===== config.mk =====
export PLATFORM = sky130hd
export DESIGN_NAME = pipe_skid_reg
export DESIGN_NICKNAME = d
export VERILOG_FILES = /design/src/rtl/pipe_skid_reg.sv
export SDC_FILE = /design/constraint.sdc
export NUM_CORES = 1
export LEC_CHECK = 0
export ABC_CLOCK_PERIOD_IN_PS = 5370
export BUFFER_PORTS_ARGS = -buffer_cell sky130_fd_sc_hd__clkbuf_2
export CORE_UTILIZATION = 48
export CTS_CLUSTER_DIAMETER = 50
export CTS_CLUSTER_SIZE = 8
export DETAILED_ROUTE_END_ITERATION = 12
export PLACE_DENSITY = 0.77
export SYNTH_ARGS = -nofsm -noshare
export SYNTH_HDL_FRONTEND = slang
export SYNTH_SLANG_ARGS = --single-unit

===== constraint.sdc =====
create_clock -name clk_i -period 5.37 [get_ports clk_i]
set_input_delay 1.074 -clock clk_i [delete_from_list [all_inputs] [get_ports clk_i]]
set_output_delay 1.074 -clock clk_i [all_outputs]
set_load 0.03 [all_outputs]

===== src/rtl/pipe_skid_reg.sv =====
// pipe_skid_reg: pipeline stage register with a valid/ready handshake and a
// 2-entry skid buffer. in_ready_o is a function of registered state only, so
// back-pressure never forms a combinational path from out_ready_i upstream.
// flush_i kills every held entry at the next edge. With CLEAR_ON_BUBBLE the
// payload reads as zero whenever the stage is empty.
module pipe_skid_reg #(
    parameter int                   PAYLOAD_W       = 32,
    parameter bit                   CLEAR_ON_BUBBLE = 1'b1,
    parameter logic [PAYLOAD_W-1:0] RESET_VAL       = '0
) (
    input  logic                 clk_i,
    input  logic                 rst_i,
    input  logic                 flush_i,
    input  logic                 in_valid_i,
    input  logic [PAYLOAD_W-1:0] in_data_i,
    output logic                 in_ready_o,
    output logic                 out_valid_o,
    output logic [PAYLOAD_W-1:0] out_data_o,
    input  logic                 out_ready_i,
    output logic [1:0]           count_o
);

    // The encoding doubles as the occupancy count.
    typedef enum logic [1:0] {
        EMPTY = 2'd0,
        ONE   = 2'd1,
        TWO   = 2'd2
    } state_t;

    state_t               state_q, state_d;
    logic [PAYLOAD_W-1:0] main_q, main_d;
    logic [PAYLOAD_W-1:0] skid_q, skid_d;
    logic                 acc, tak;

    assign in_ready_o  = (state_q != TWO);
    assign out_valid_o = (state_q != EMPTY);
    assign count_o     = state_q;
    // Gating on state_q keeps the output a pure function of registers.
    assign out_data_o  = (CLEAR_ON_BUBBLE && state_q == EMPTY) ? '0 : main_q;

    assign acc = in_valid_i & in_ready_o;
    assign tak = out_valid_o & out_ready_i;

    // Next-state and entry updates; a flush overrides any same-cycle accept/take.
    always_comb begin
        state_d = state_q;
        main_d  = main_q;
        skid_d  = skid_q;
        if (flush_i) begin
            state_d = EMPTY;
            // The same-cycle input is dropped on purpose: upstream treats it as consumed.
            if (CLEAR_ON_BUBBLE) main_d = '0;
        end else begin
            case (state_q)
                EMPTY: begin
                    if (acc) begin
                        state_d = ONE;
                        main_d  = in_data_i;
                    end
                end
                ONE: begin
                    if (acc && tak) begin
                        main_d = in_data_i;
                    end else if (acc) begin
                        state_d = TWO;
                        skid_d  = in_data_i;
                    end else if (tak) begin
                        state_d = EMPTY;
                    end
                end
                TWO: begin
                    // in_ready_o is low here, so only a take can move the state.
                    if (tak) begin
                        state_d = ONE;
                        main_d  = skid_q;
                    end
                end
                default: state_d = EMPTY;
            endcase
        end
    end

    // State and entry registers; an async reset drops everything held.
    always_ff @(posedge clk_i or posedge rst_i) begin
        if (rst_i) begin
            state_q <= EMPTY;
            main_q  <= RESET_VAL;
            skid_q  <= RESET_VAL;
        end else begin
            state_q <= state_d;
            main_q  <= main_d;
            skid_q  <= skid_d;
        end
    end

endmodule


==> results.cfg <==
[run_status]
status = complete, no violations

[synth]
async_flop_share_pct = 100
syn_area_per_cell_um2 = 13.0
netlist_instances = 276
synth-edff-count = 0
synth_ff_type = dfrtp_1
ys_ff_latch = 66
seq_area_frac_synth_pct = 46.1
synthDistinctLibCells = 24
ys_warn_count = 0
synth_fp_nets = 317
synth_area_um2 = 3590

[timing]
maxSlewHeadroom_pct = 36.6
period_needed_ps = 3210
fin_worst_skew_ps = 9.27
drv_slew = 0
fin_crit_sh_pct = 59.7
final.setup.tns_ps = 0
setup_viol_count_final = 0
tightest_slew_ps = 951
fmax_mhz = 312
rsz0062_at_grt = false
final_hold_viol_count = 0

[grt]
met1_usage_pct = 26.5
use_met2_pct = 31.4
met3_usage_pct = 6.16
grt_pass1_vias = 2279
grt.busiest_layer = met2
antenna_found_initial = 0
grt_start_max_net_pins = 67
grt_usage_pct = 19.8
overflow = 0
grt_pass1_wl_mm = 11.5

[cells_and_area]
final_cell_mix = clkbuf_2 (72), dfrtp_1 (66), mux2i_1 (33)
fin_nets = 380
final_common_cell = clkbuf_2
drive_above_1_share_pct = 46.8
syn2layout_area_growth_pct = 16.3
antenna_cells = 0
final_cell_count_no_fill = 443

[pwr]
leakage_nw = 1.90
ir_worst_vdd_uv = 268
power.density_nw_per_um2 = 564

[route]
ant_nets = 0
dr.pass1.iters = 4
vias = 2323
wl_per_cell_um = 16.2
drc = 0
postRouteWirelength_mm = 7.16
drtIter0Drc = 90
vias_per_cell = 5.24

[placed_design]
gp_congestion = 0.731
dp.cells = 427
port_buffers = 72
dp_hpwl_mm = 4.45

[die]
initial_core_util_pct = 49.4
core_um2 = 7250
rows = 31
die_h_um = 88.4
ios = 73
dieWidth_um = 88.4
die_area_um2 = 7820

[cts]
tritoncts = yes
numCtsBuffers = 9
h-tree-depth = 3
clock_sinks = 66
clk_pin_slew_ps = 70
cts_root_buf = clkbuf_8
clock_latency_ps = 340
post_cts_buffers = 0
postCtsHoldBufs = 0
ctsLongestPathBuffers = 2
cts_resized = 0

[setup_path]
startpoint_type = flip-flop
end_kind = output port
cp_max_fo = 19
crit_type = flip-flop to output port
crit_required_ps = 4300
regToRegSetupSlack_ps = 2510
critPathArrivalTime_ps = 2130

[worst_hold_path]
min_path_type = flip-flop to flip-flop

[job]
maxCapViolations = 0
## sequential cells by signal, summed over array words and instances, names as in the netlist
signal / flops
count_o: 2
main_q: 32
skid_q: 32
## metal layers
| layer | wire (um) | part of all wire, % |
|---|---|---|
| met5 | 0 | 0 |
| met4 | 41 | 0.57 |
| met3 | 393 | 5.5 |
| met2 | 3390 | 47 |
| met1 | 3330 | 47 |
## power by group
group          leakage (nW)  total (W)  internal [W]  switching [W]
Combinational         0.965    0.00104      0.000469       0.000575
Sequential            0.834   0.000854      0.000724       0.000130
Clock                 0.105   0.000453      0.000260       0.000193
## final cells by class
type | instances | area, um2
clock inverters | 7 | 93.8
flip-flops and latches | 66 | 1650
clock buffers | 9 | 124
multi-input cells | 177 | 1740
repair buffers | 78 | 405
inverters | 7 | 26.3
fillers | 624 | 3080
well taps | 99 | 124
## per-stage QoR
stage / hold WS [ps] / total power [W] / area [um2] / setup slack [ps] / utilization, %
final: 504 / 0.00235 / 4170 / 2160 / 57.5
after global routing: 523 / 0.00249 / 4170 / 1970 / 57.5
after CTS: 501 / 0.00238 / 4170 / 2100 / 57.5
after detailed placement: 483 / 0.00191 / 3950 / 2310 / 54.5
after global placement: 473 / 0.00187 / 3950 / 2340 / 54.5
after floorplan: 464 / 0.00173 / 3590 / 2630 / -
## cell usage after synthesis (2+ instances only)
| cell | instances | area [um2] |
|---|---|---|
| a211oi_1 | 2 | 15.0 |
| a211oi_2 | 30 | 375 |
| buf_2 | 10 | 50.1 |
| buf_6 | 6 | 67.6 |
| buf_8 | 3 | 45.0 |
| clkbuf_1 | 6 | 22.5 |
| dfrtp_1 | 66 | 1650 |
| ha_1 | 4 | 50.1 |
| inv_1 | 7 | 26.3 |
| mux2_1 | 4 | 45.0 |
| mux2_4 | 29 | 435 |
| mux2i_1 | 33 | 330 |
| nand2b_4 | 2 | 27.5 |
| nor2_1 | 2 | 7.51 |
| nor2b_1 | 32 | 200 |
| nor3_1 | 32 | 160 |
## final timing paths
kind,start,cells past startpoint,to
max in group asynchronous,rst_i,3,skid_q[20]
min reg2reg,skid_q[0],1,skid_q[0]
max reg2reg,count_o[0],6,skid_q[0]
max,count_o[0],5,in_ready_o
min,skid_q[0],1,skid_q[0]
min in group asynchronous,rst_i,3,main_q[29]
## worst max-delay path, stage by stage (launching register included)
cell and delay (ps):
dfrtp_1 440, inv_1 130, ha_2 560, buf_4 420, inv_1 70, clkbuf_2 180
## logic make-up (layout without fill, tap and decap cells)
family,after synthesis,after routing,share of synthesized area (%)
buf+inv,33,101,6.00
mux,66,66,22.6
simple gates,71,71,11.8
fa+ha+maj,4,4,1.40
compound gates,36,36,12.1
flops,66,66,46.1
Note: power is estimated with default switching activity, not from simulation.
